File: src/rtl/adc_capture_avg.sv
// adc_capture_avg: ADC front end. Registers the parallel ADC bus and converts
// it to two's complement. After PLL lock plus a settle period it streams valid
// samples, boxcar averages of 2^AVG_LOG2 samples, and a saturating clip count.
module adc_capture_avg #(
  parameter int ADC_W      = 14,
  parameter int AVG_LOG2   = 5,
  parameter int SETTLE_CYC = 1024,
  parameter int OFFSET_BIN = 1
) (
  input  logic             CLK_ADC,
  input  logic             RST_N,
  input  logic             PLL_LOCK,
  input  logic [ADC_W-1:0] ADC_1,
  input  logic             CLR_CLIP,
  output logic [ADC_W-1:0] ADC_RAW,
  output logic             RAW_VALID,
  output logic [ADC_W-1:0] AVG_DATA,
  output logic             AVG_VALID,
  output logic [15:0]      CLIP_CNT,
  output logic             READY
);

  localparam int ACC_W  = ADC_W + AVG_LOG2;
  localparam int SCNT_W = $clog2(SETTLE_CYC + 1);

  // Full-scale codes after conversion: max positive and min negative.
  localparam logic [ADC_W-1:0] POS_FS = {1'b0, {(ADC_W-1){1'b1}}};
  localparam logic [ADC_W-1:0] NEG_FS = {1'b1, {(ADC_W-1){1'b0}}};

  typedef enum logic [1:0] {IDLE, SETTLE, RUN} state_t;

  state_t             state;
  logic               sync1, lock_s;
  logic [SCNT_W-1:0]  settle_cnt;
  logic [ADC_W-1:0]   in_reg;
  logic [ADC_W-1:0]   conv;
  logic               clip;
  logic               run_keep;
  logic [ACC_W-1:0]   acc;
  logic [ACC_W-1:0]   sum;
  logic [AVG_LOG2-1:0] smp_cnt;

  // Offset binary -> two's complement is an MSB flip; clip detection works on
  // the converted code so both bus formats share one comparator pair.
  always_comb begin
    conv = in_reg;
    if (OFFSET_BIN != 0) conv[ADC_W-1] = ~in_reg[ADC_W-1];
    clip     = (conv == POS_FS) || (conv == NEG_FS);
    run_keep = (state == RUN) && lock_s;
    sum      = acc + {{AVG_LOG2{ADC_RAW[ADC_W-1]}}, ADC_RAW};
  end

  // Two-flop synchroniser for the asynchronous PLL lock flag.
  always_ff @(posedge CLK_ADC or negedge RST_N) begin
    if (!RST_N) begin
      sync1  <= 1'b0;
      lock_s <= 1'b0;
    end else begin
      sync1  <= PLL_LOCK;
      lock_s <= sync1;
    end
  end

  // Lock/settle FSM. The cycle IDLE sees lock_s counts as the first settle
  // cycle, so RUN starts SETTLE_CYC cycles after lock_s rises.
  always_ff @(posedge CLK_ADC or negedge RST_N) begin
    if (!RST_N) begin
      state      <= IDLE;
      settle_cnt <= '0;
      READY      <= 1'b0;
    end else begin
      case (state)
        IDLE: begin
          settle_cnt <= '0;
          READY      <= 1'b0;
          if (lock_s) begin
            state      <= SETTLE;
            settle_cnt <= SCNT_W'(1);
          end
        end
        SETTLE: begin
          if (!lock_s) begin
            state      <= IDLE;
            settle_cnt <= '0;
          end else if (int'(settle_cnt) >= SETTLE_CYC - 1) begin
            state      <= RUN;
            READY      <= 1'b1;
            settle_cnt <= '0;
          end else begin
            settle_cnt <= settle_cnt + 1'b1;
          end
        end
        RUN: begin
          if (!lock_s) begin
            state <= IDLE;
            READY <= 1'b0;
          end
        end
        default: begin
          state <= IDLE;
          READY <= 1'b0;
        end
      endcase
    end
  end

  // Input register and conversion stage; runs every cycle, valid tags RUN.
  always_ff @(posedge CLK_ADC or negedge RST_N) begin
    if (!RST_N) begin
      in_reg    <= '0;
      ADC_RAW   <= '0;
      RAW_VALID <= 1'b0;
    end else begin
      in_reg    <= ADC_1;
      ADC_RAW   <= conv;
      RAW_VALID <= (state == RUN);
    end
  end

  // Boxcar accumulator. Leaving RUN (or not being in it) discards the partial
  // window, including the one trailing valid sample converted before the exit.
  always_ff @(posedge CLK_ADC or negedge RST_N) begin
    if (!RST_N) begin
      acc       <= '0;
      smp_cnt   <= '0;
      AVG_DATA  <= '0;
      AVG_VALID <= 1'b0;
    end else begin
      AVG_VALID <= 1'b0;
      if (!run_keep) begin
        acc     <= '0;
        smp_cnt <= '0;
      end else if (RAW_VALID) begin
        if (smp_cnt == '1) begin
          // Upper bits of the sum are the arithmetic shift by AVG_LOG2.
          AVG_DATA  <= sum[ACC_W-1:AVG_LOG2];
          AVG_VALID <= 1'b1;
          acc       <= '0;
          smp_cnt   <= '0;
        end else begin
          acc     <= sum;
          smp_cnt <= smp_cnt + 1'b1;
        end
      end
    end
  end

  // Saturating clip counter; a clear beats a coincident clip.
  always_ff @(posedge CLK_ADC or negedge RST_N) begin
    if (!RST_N) begin
      CLIP_CNT <= '0;
    end else if (CLR_CLIP) begin
      CLIP_CNT <= '0;
    end else if ((state == RUN) && clip && (CLIP_CNT != 16'hFFFF)) begin
      CLIP_CNT <= CLIP_CNT + 16'd1;
    end
  end

endmodule

File: config.mk
export PLATFORM = sky130hd
export DESIGN_NAME = adc_capture_avg
export DESIGN_NICKNAME = d
export VERILOG_FILES = /design/src/rtl/adc_capture_avg.sv
export SDC_FILE = /design/constraint.sdc
export NUM_CORES = 1
export LEC_CHECK = 0
export CAP_MARGIN = 20
export CORE_MARGIN = 4
export CORE_UTILIZATION = 55
export DETAILED_ROUTE_END_ITERATION = 7
export GPL_ROUTABILITY_DRIVEN = 0
export GPL_TIMING_DRIVEN = 0
export PLACE_DENSITY = 0.8
export SLEW_MARGIN = 10
export SYNTH_ARGS = -nofsm -noshare
export SYNTH_HDL_FRONTEND = slang
export SYNTH_SLANG_ARGS = --single-unit
export TNS_END_PERCENT = 20
File: constraint.sdc
create_clock -name CLK_ADC -period 3.1 [get_ports CLK_ADC]
set_input_delay 0.465 -clock CLK_ADC [delete_from_list [all_inputs] [get_ports CLK_ADC]]
set_output_delay 0.465 -clock CLK_ADC [all_outputs]
set_load 0.02 [all_outputs]
=== Word level (Yosys, flattened, before mapping) ===
Cells that the tools add are included.

* Register bits: 100
* Bits of input ports: 18
* Output and inout bits: 47
* Logic and storage cells: 65

* $add $sub $neg: 4
* $lt $le $gt $ge: 1
* Equal/unequal tests: 12
* Multiplexer cells: 24
* Bitwise logic cells: 1
* Reductions and logical operators: 10

{| class="wikitable"
|+ Operators by type and width
! kind !! count
|-
| 19-bit two-way mux || 3
|-
| 16-bit two-way mux || 2
|-
| 11-bit two-way mux || 2
|-
| 11-bit one-hot mux with 2 select lines || 1
|-
| 19-bit adder || 1
|-
| 16-bit by 1-bit adder with 16-bit output (second input constant) || 1
|-
| 16-bit inequality test (second input constant) || 1
|-
| 5-bit two-way mux || 3
|-
| 14-bit by 13-bit equality test with 1-bit output (second input constant) || 1
|-
| 14-bit equality test (second input constant) || 1
|-
| 11-bit by 1-bit adder with 11-bit output (second input constant) || 1
|-
| 11-bit by 10-bit greater-or-equal comparator with 1-bit output (second input constant) || 1
|-
| 2-bit inequality test (second input constant) || 5
|-
| 3-bit AND reduction || 3
|-
| 2-bit two-way mux || 4
|-
| 1-bit two-way mux || 7
|-
| 2-bit one-hot mux with 3 select lines || 1
|-
| 5-bit by 1-bit adder with 5-bit output (second input constant) || 1
|-
| 5-bit equality test (second input constant) || 1
|-
| 2-bit nonzero test || 2
|-
| 1-bit logical AND || 3
|-
| 3-bit inequality test (second input constant) || 1
|-
| 2-bit by 1-bit equality test with 1-bit output (second input constant) || 1
|-
| 2-bit equality test (second input constant) || 1
|-
| 4 further kinds || 4
|}

=== Logic depth before layout (Yosys ltp) ===
Gate-level depths: netlist of run 1.

* Word-level depth: 7
* Depth in mapped cells: 9
* Mapped depth without buffers: 8

=== Worst setup path before layout of run 1 ===
Ideal clock, no wire load.

* Path type: register -> register
* From: register ADC_RAW[0]
* To: register AVG_DATA[13]
* Library setup time: 0.069 ns
* Arrival: 2.366 ns
* Required time: 3.031 ns
* Path slack: 0.665 ns
* Cell stages (with the launch flop): 9
* Path buffers: 0
* Clock period less this slack: 2.435 ns
* Cell sequence: dfrtp_1 -> ha_1 -> fa_1 -> a211oi_2 -> o21bai_1 -> o2111ai_2 -> a21oi_2 -> or4_1 -> nand3_1

* Cells in the longest elaborated chain, start to end: 1

{| class="wikitable"
|+ Ends and longest elaborated chain
! item !! RTL line !! text
|-
| start, declared || 15 || <nowiki>output logic [ADC_W-1:0] ADC_RAW,</nowiki>
|-
| start signal, assigned || 115 || <nowiki>ADC_RAW <= conv;</nowiki>
|-
| 19-bit adder || 50 || <nowiki>sum = acc + {{AVG_LOG2{ADC_RAW[ADC_W-1]}}, ADC_RAW};</nowiki>
|-
| end signal, assigned || 136 || <nowiki>AVG_DATA <= sum[ACC_W-1:AVG_LOG2];</nowiki>
|-
| end, declared || 17 || <nowiki>output logic [ADC_W-1:0] AVG_DATA,</nowiki>
|}

Every way passes these cells.
A chain may end at the register's enable or synchronous reset.

=== Final worst setup path of run 1 ===
Same ends and word-level chain as after synthesis.

==> impl_metrics.tcl, run 1 <==
set metrics [dict create \
    outcome "finished, final reports clean" \
    htree_levels 3 \
    reg_top3 "acc x19, CLIP_CNT x16" \
    wl_per_cell_um 16.58 \
    final-hold-violation-count 0 \
    ys_ff_latch 100 \
    rsz0062_at_grt "false" \
    vias 3601 \
    setup_violations 0 \
    ir_worst_vdd_uv 249.1 \
    worstReg2RegStart "ADC_RAW[0]" \
    fin_hold_ws_ns 0.1096 \
    slew_headroom_pct 57.41 \
    path_delay_family "compound AO/OA/AOI/OAI gates" \
    nets 555 \
    clock_path_buffers 2 \
    layout_min_cycle_time_ns 2.642 \
    fin_ws_ns 0.4575 \
    area_growth_pct 20.41 \
    firstDrtPassIters 4 \
    multi_input_area_um2 2252 \
    yosysUniqueCellTypes 65 \
    largest-register "acc" \
    fp-row-count 33 \
    yosys.area.top_type_share_pct 51.80 \
    power_density_nw_per_um2 399.7 \
    yosys-top-cells-area "dfrtp_1 (52%), ha_1 (5.7%), xnor2_1 (3.6%)" \
    grt_first_pass_wirelength_um 17990 \
    port_buffers 63 \
    grt_max_degree 52 \
    power_mw 2.325 \
    seqCellArea_um2 2502 \
    grt_overflow 0 \
    synth-edff-count 0 \
    syn_avg_cell_area_um2 11.00 \
    r2r_slack_ns 0.46 \
    die_x_um 101.7 \
    end_kind "register" \
    r2r_cells 8 \
    slew_viol_final 0 \
    period_share_pct 85.24 \
    p_leak_nw 2.589 \
    synth_top_cells_by_count "dfrtp_1 (100), nand2_1 (44), nor2_1 (40)" \
    hold_buffers 0 \
    syn-num-nets 480 \
    grt_antenna_before_repair 0 \
    synth_flop_cell "dfrtp_1" \
    cts_made_buffers 9 \
    async_reset_ff_share_pct 100.0 \
    seq_area_frac_synth_pct 51.80 \
    fillers 634 \
    r2r-end "AVG_DATA[13]" \
    maxCapViolations 0 \
    clock.fmax_mhz 378.4 \
    ant_nets 0 \
    drc_errors 0 \
    clock-root-buffer "clkbuf_8" \
    dp_hpwl_um 7676 \
    clock_latency_ns 0.37 \
    clock_sinks 100 \
    initial_core_util_pct 57.64 \
    grt_pass1_vias 3778 \
    tritoncts "built" \
    slowest_delay_ns 0.50 \
    required_ns 3.41 \
    cp.arrival_ns 2.95 \
    yosys.area.top_type "dfrtp_1" \
    core_um2 8382 \
    syn_inst 439 \
    largest_reg_flops 19 \
    yosysMostFrequentCell "dfrtp_1" \
    synth_area_um2 4831 \
    post_cts_buffers 0 \
    worst-path-buf-inv 0 \
    drt-vias-per-instance 5.771 \
    clk_pin_slew_worst_paths_ns 0.10 \
    layout-drive-gt1-share_pct 8.687 \
    crit_slowest_cell "or4_1" \
    cp-start-kind "register" \
    hp-class "primary input to async pin" \
    cp_max_fo 5 \
    wl_um 10350 \
    dieArea_um2 10350 \
    num_io_pins 65 \
    drt_iter0_drc 183 \
    fin_worst_skew_ns 0.01114 \
    ctsResizeCount 0 \
    track_usage_pct 22.11 \
    pre_cts_ws_ns 0.5209 \
    fp.dieH_um 101.7 \
    tightest_slew_ns 0.6330 \
    ys_warn_count 0 \
    critical_path_class "register to register" \
    path_cells "ha_1, fa_1, a211oi_2, o21bai_1, o2111ai_2, a21oi_2, or4_1, nand3_1" \
]
layout by cell type, fill, tap and decap left out, drive strengths merged, types with 5 or more instances in the layout:
cell type / n
dfrtp: 100
clkdlybuf4s50: 62
nand2: 44
nor2: 40
o21ai: 26
ha: 22
xnor2: 20
clkbuf: 17
nand3: 16
a21oi: 15
xor2: 14
nor4: 11
a22o: 10
nand4: 7
nor3: 7
o21a: 7
and3: 7
inv: 7
a21o: 6
o31ai: 6
buf: 6
mux2: 5
a211oi: 5
and4: 5
per-layer routing:
metal / part of all wire, % / track usage (%) / vias to the layer above
met1: 44 / 28.22 / 1767
li1: - / - / 1741
met2: 49 / 37.37 / 74
met4: 1.8 / 8.589 / 0
met3: 4.7 / 4.132 / 19
met5: 0 / 0 / -
area by class of cell:
class | count | area share [%]
clock inverter | 6 | 1.248
timing repair buffer | 64 | 11.27
tap | 105 | 2.259
sequential | 100 | 43.02
multi-input combinational | 323 | 38.72
buffer | 12 | 1.054
antenna | 1 | 0.04302
inverter | 4 | 0.2581
clock buffer | 9 | 2.129
kinds of logic after synthesis:
family / after synthesis / synth area share (%)
AOI/OAI and AO/OA: 98 / 14.84
xor gates and xnor gates: 34 / 6.164
adders and majority gates: 23 / 6.112
buffers and inverters: 16 / 1.580
DFF: 100 / 51.80
muxes: 8 / 1.787
and+or+nand+nor: 160 / 17.72
worst register-to-register path: stages (launching register included):
cell       delay [ns]
dfrtp_1          0.42
ha_1             0.23
fa_1             0.43
a211oi_2         0.24
o21bai_1         0.19
o2111ai_2        0.33
a21oi_2          0.15
or4_1            0.50
nand3_1          0.10
per-stage QoR:
step	TNS [ns]	util, %	area [um^2]	std cells
global route	0	69.37	5814	623
global placement	-198.69	66.73	5593	607
floorplan	0	-	4831	439
detailed placement	0	67.02	5618	608
CTS	0	69.37	5814	623
finish	0	69.40	5817	624
power by group:
group          switching (mW)  internal [mW]  total, mW  leakage, nW
Combinational          0.0802         0.0607      0.141         1.17
Clock                   0.457          0.379      0.836       0.0967
Sequential             0.0227           1.33       1.35         1.32
worst max path at each step:
stage	slack, ns	cells past startpoint	end	start
after CTS	0.45	8	AVG_DATA[13]	ADC_RAW[0]
after global routing	0.30	8	AVG_DATA[13]	ADC_RAW[0]
after global placement	-1.99	1	CLIP_CNT[0]	RST_N
after floorplan	0.67	8	AVG_DATA[13]	ADC_RAW[0]
final	0.46	8	AVG_DATA[13]	ADC_RAW[0]
after detailed placement	0.52	8	AVG_DATA[13]	ADC_RAW[0]
(Power assumes the default switching activity.)
==> run 2, diff against run 1 <==
RECOVER_POWER = 25   (was not set)
==> run 2 against run 1 <==
  * Critical path depth unchanged
  * Combinational power decreased by 3%
  * Wire length about the same
  * Maximum frequency about the same
  * Core utilization about the same
  * Clock power about the same
  * Non-clock buffer count unchanged
  * Sequential share of layout area about the same
  * Global-route usage unchanged
  * Via count about the same
  * First-iteration DRC count decreased by 6.0%
  * Flip-flop and latch count unchanged
  * Critical path type unchanged
  * Critical endpoint unchanged
  * Highest routed layer unchanged
==> impl_metrics.tcl, run 2 (synthesis gave the netlist of run 1 again) <==
set metrics [dict create \
    outcome "finished, final reports clean" \
    slew_headroom_pct 16.96 \
    cp-start-kind "register" \
    critical_path_class "register to register" \
    power_density_nw_per_um2 399.1 \
    slew_viol_final 0 \
    nets 555 \
    grt_antenna_before_repair 0 \
    stdcell_area_um2 5814 \
    layout_min_cycle_time_ns 2.642 \
    clk_pin_slew_worst_paths_ns 0.10 \
    hold_buffers 0 \
    grt_max_degree 52 \
    dp.cells 608 \
    dp_hpwl_um 7676 \
    tns_ns 0 \
    track_usage_pct 22.11 \
    clock_latency_ns 0.36 \
    wl_um 10340 \
    swShare_pct 24.11 \
    cts_made_buffers 9 \
    combinationalPowerShare_pct 5.9 \
    clock.fmax_mhz 378.5 \
    grt_pass1_vias 3778 \
    initial_core_util_pct 57.64 \
    clock-root-buffer "clkbuf_8" \
    largest-register "acc" \
    ir_worst_vdd_uv 249.0 \
    maxCapViolations 0 \
    tritoncts "built" \
    firstDrtPassIters 4 \
    fin_worst_skew_ns 0.01117 \
    power_mw 2.320 \
    largest_reg_flops 19 \
    crit_slowest_cell "or4_1" \
    fin_ws_ns 0.4582 \
    ant_nets 0 \
    area_growth_pct 20.36 \
    drt_iter0_drc 172 \
    core_um2 8382 \
    grt_first_pass_wirelength_um 17990 \
    grt_overflow 0 \
    placed_area_um2 5618 \
    path_cells "ha_1, fa_1, a211oi_2, o21bai_1, o2111ai_2, a21oi_2, or4_1, nand3_1" \
    fp-row-count 33 \
    dieArea_um2 10350 \
    tightest_slew_ns 1.246 \
    p_leak_nw 2.592 \
    htree_levels 3 \
    required_ns 3.40 \
    final_cell_mix "dfrtp_1 (100), clkdlybuf4s50_1 (47), nand2_1 (44)" \
    layout-drive-gt1-share_pct 8.687 \
    cp_max_fo 5 \
    die_x_um 101.7 \
    final-hold-violation-count 0 \
    slowest_delay_ns 0.50 \
    final_core_util_pct 69.37 \
    num_io_pins 65 \
    ctsResizeCount 0 \
    reg_top3 "acc x19, CLIP_CNT x16" \
    layout_commonest_cell "dfrtp_1" \
    setup_violations 0 \
    p_int_mw 1.761 \
    p_sw_mw 0.5594 \
    cp.arrival_ns 2.95 \
    hp-class "primary input to async pin" \
    rsz0062_at_grt "false" \
    r2r_cells 8 \
    post_cts_buffers 0 \
    period_share_pct 85.22 \
    fin_cells 624 \
    clock_sinks 100 \
    fin_hold_ws_ns 0.3517 \
    port_buffers 63 \
    fp.dieH_um 101.7 \
    p_seq_share_pct 58.1 \
    clkPwrFrac_pct 36.0 \
    clock_path_buffers 2 \
    vias 3602 \
    drc_errors 0 \
    drt-vias-per-instance 5.772 \
    end_kind "register" \
    pre_cts_ws_ns 0.5209 \
    wl_per_cell_um 16.58 \
]
==> run 2: power groups by stage <==
stage | Combinational, mW | Sequential (mW) | Clock, mW
3_5_place_dp | 0.143 | 1.37 | 0
3_3_place_gp | 0.135 | 1.37 | 0
6_report | 0.137 | 1.35 | 0.835
5_1_grt | 0.153 | 1.35 | 0.908
4_1_cts | 0.144 | 1.35 | 0.859
2_1_floorplan | 0.0498 | 1.38 | 0
==> run 2: layer usage <==
| metal | global-route usage [%] | wire, um | vias up |
|---|---|---|---|
| met5 | 0 | 0 | - |
| met4 | 8.589 | 196 | 0 |
| li1 | - | - | 1740 |
| met2 | 37.37 | 5110 | 82 |
| met3 | 4.132 | 521 | 20 |
| met1 | 28.22 | 4515 | 1760 |
==> run 2: area by class of cell <==
type                       count  area, um^2
clock inverter                 6       72.57
multi-input combinational    323        2252
timing repair buffer          64       653.1
antenna                        1       2.502
inverter                       4       15.01
sequential                   100        2502
tap                          105       131.4
fill                         635        2567
buffer                        12       61.31
clock buffer                   9       123.9
==> run 2: worst max-delay path, delay by kind of cell, from the launching register on <==
family / cells / cell delay, ns
AO/OA/AOI/OAI: 4 / 0.91
adder cells (fa/ha/maj): 2 / 0.66
flip-flops: 1 / 0.42
AND/OR/NAND/NOR: 2 / 0.60
==> run 2: path summary, 6_finish.rpt <==
path	from	to	slack [ns]
max in group asynchronous	RST_N	CLIP_CNT[5]	1.92
worst max register to register	ADC_RAW[0]	AVG_DATA[13]	0.46
min in group CLK_ADC	sync1	lock_s	0.36
worst min-delay path	RST_N	acc[15]	0.35
worst min register to register	sync1	lock_s	0.36
worst max-delay path	ADC_RAW[0]	AVG_DATA[13]	0.46
==> run 3, diff against run 2 <==
ABC_AREA = 1   (was not set)
CORE_UTILIZATION = 56   (was 55)
PLACE_DENSITY = 0.82   (was 0.8)
==> run 3 against run 2 <==
  * Via count up 22%
  * Combinational power up 28%
  * Core utilization increased by 0.22 points
  * Worst hold slack improved by 0.016 ns
  * Synthesized cell count grew 43%
  * Die area increased by 4.0%
  * Cell count grew 31%
  * Flip-flop and latch count stayed put
==> impl_metrics.tcl, run 3 <==
set metrics [dict create \
    outcome "finished, final reports clean" \
    drc_errors 0 \
    grt_antenna_before_repair 0 \
    p_sw_mw 0.6101 \
    nets 746 \
    required_ns 3.36 \
    cp.arrival_ns 2.35 \
    wl_met2_um 5489 \
    ant_nets 0 \
    async_reset_ff_share_pct 100.0 \
    yosys-top-cells-area "dfrtp_1 (49%), nand2_1 (15%), nand3_1 (6.2%)" \
    fp-row-count 34 \
    tritoncts "built" \
    cp-start-kind "register" \
    grt_pass1_vias 4402 \
    clk_pin_slew_worst_paths_ns 0.11 \
    path_cells "ha_1, fa_1, nand3_1, nand3_1, nand2_1, nand2_1, or2_2, nand3_1, nand2_1" \
    p_leak_nw 3.171 \
    slew_viol_final 0 \
    slew_headroom_pct 9.359 \
    dp.cells 802 \
    r2r_slack_ns 1.01 \
    period_share_pct 67.34 \
    syn_inst 629 \
    critical_path_class "register to register" \
    fillers 703 \
    clock_path_buffers 2 \
    seq_area_frac_synth_pct 48.73 \
    fp.dieH_um 103.8 \
    final_core_util_pct 69.59 \
    layout_min_cycle_time_ns 2.087 \
    dp_hpwl_um 8605 \
    synth_flop_cell "dfrtp_1" \
    synth-edff-count 0 \
    rsz0062_at_grt "false" \
    wl_per_cell_um 13.90 \
    yosysUniqueCellTypes 34 \
    slowest_delay_ns 0.48 \
    worstReg2RegStart "ADC_RAW[0]" \
    p_int_mw 1.785 \
    htree_levels 3 \
    path_delay_family "simple AND/OR/NAND/NOR gates" \
    drt_iter0_drc 174 \
    cts_made_buffers 9 \
    post_cts_buffers 0 \
    dr_wl_met3_um 584 \
    vias 4395 \
    r2r-end "AVG_DATA[3]" \
    top_layer "met4" \
    initial_core_util_pct 58.31 \
    synth_top_cells_by_count "nand2_1 (206), dfrtp_1 (100), nor2_1 (65)" \
    final_cell_mix "nand2_1 (206), dfrtp_1 (100), nor2_1 (65)" \
    final-hold-violation-count 0 \
    num_antenna_cells 0 \
    clock_sinks 100 \
    crit_slowest_cell "fa_1" \
    min_from "sync1" \
    combinationalPowerShare_pct 7.3 \
    syn-num-nets 670 \
    firstDrtPassIters 5 \
    clkPwrFrac_pct 35.9 \
    yosys.area.top_type_share_pct 48.73 \
    largest-register "acc" \
    drt-vias-per-instance 5.379 \
    hp-class "register to register" \
    num_io_pins 65 \
    grt_overflow 0 \
    wl_um 11350 \
    area_growth_pct 19.35 \
    setup_violations 0 \
    port_buffers 64 \
    fin_worst_skew_ns 0.01545 \
    syn_avg_cell_area_um2 8.164 \
    p_seq_share_pct 56.8 \
    grt_max_degree 56 \
    grt_first_pass_wirelength_um 19870 \
    reg_top3 "acc x19, CLIP_CNT x16" \
    yosysMostFrequentCell "nand2_1" \
    die_x_um 103.8 \
    clock_latency_ns 0.36 \
    hold_buffers 0 \
    largest_reg_flops 19 \
    layout_commonest_cell "nand2_1" \
    clock.fmax_mhz 479.0 \
    ir_worst_vdd_uv 314.1 \
    yosys.area.top_type "dfrtp_1" \
    hold_path_depth 0 \
    layout-drive-gt1-share_pct 5.219 \
    ctsResizeCount 0 \
    hold_end "lock_s" \
    r2r_cells 9 \
    cp_max_fo 4 \
    fin_cells 817 \
    worst-path-buf-inv 0 \
    wl_met1_um 5065 \
    synth_area_um2 5135 \
    ys_ff_latch 100 \
    power_density_nw_per_um2 390.8 \
    core_um2 8806 \
    swShare_pct 25.47 \
    ys_warn_count 0 \
    clock-root-buffer "clkbuf_8" \
    end_kind "register" \
    tightest_slew_ns 1.360 \
    dieArea_um2 10770 \
    maxCapViolations 0 \
    fin_hold_ws_ns 0.3676 \
    track_usage_pct 22.06 \
]
[run 3: cell types whose count changed in the layout (fill, tap and decap cells not counted), moves of 15 or more]
cell | before | now
nor2_1 | 40 | 65
nand3_1 | 16 | 64
nand2_1 | 44 | 206
inv_1 | 4 | 54
xnor2_1 | 20 | 5
[run 3: through the flow]
step                worst slack (ns)  total power, mW  setup TNS [ns]  area, um^2
global route                  0.8810            2.496               0        6128
finish                         1.013            2.395               0        6128
floorplan                      1.156            1.464               0        5135
CTS                            1.024            2.420               0        6131
global placement              -2.013            1.555         -200.76        5911
detailed placement             1.047            1.565               0        5928
[run 3: metal layers]
layer / GRT usage, % / up-vias
met5: 0 / -
met4: 7.597 / 0
met3: 4.540 / 22
met2: 36.59 / 129
met1: 29.00 / 2075
li1: - / 2169
[run 3: cell type report]
class	instances	area [um^2]	share of cell area (%)
Buffer	10	66.31	1.082
Clock buffer	9	123.9	2.021
Clock inverter	6	78.83	1.286
Inverter	58	217.7	3.552
Multi-Input combinational cell	461	2349	38.32
Sequential cell	100	2502	40.83
Tap cell	108	135.1	2.205
Timing Repair Buffer	65	655.6	10.70
[run 3: worst reg2reg max path, delay by kind of cell, from the launching register on]
kind | cells | cell delay, ns
adder cells (fa/ha/maj) | 2 | 0.74
flip-flops | 1 | 0.41
AND/OR/NAND/NOR | 7 | 0.85
[run 3: worst max-delay path by stage]
stage               start          end  slack, ns  depth (start not counted)
2_1_floorplan  ADC_RAW[0]       acc[8]       1.16                          9
3_3_place_gp        RST_N  CLIP_CNT[7]      -2.01                          1
3_5_place_dp   ADC_RAW[0]  AVG_DATA[3]       1.05                          9
4_1_cts        ADC_RAW[0]  AVG_DATA[3]       1.02                          9
5_1_grt        ADC_RAW[0]       acc[8]       0.88                          9
6_report       ADC_RAW[0]  AVG_DATA[3]       1.01                          9
[run 3: cells by family after synthesis]
logic type                 share of synthesized area [%]
AOI/OAI and AO/OA                                  4.313
xor gates and xnor gates                           4.094
adders and majority gates                          5.750
buffers and inverters                              5.531
DFF                                                48.73
and+or+nand+nor                                    31.58
[run 3: power by group through the flow]
stage                     logic (mW)  registers [mW]  clock network, mW
final                          0.176            1.36              0.860
after global routing           0.199            1.36              0.934
after CTS                      0.181            1.36              0.880
after detailed placement       0.181            1.38                  0
after global placement         0.172            1.38                  0
after floorplan               0.0750            1.39                  0
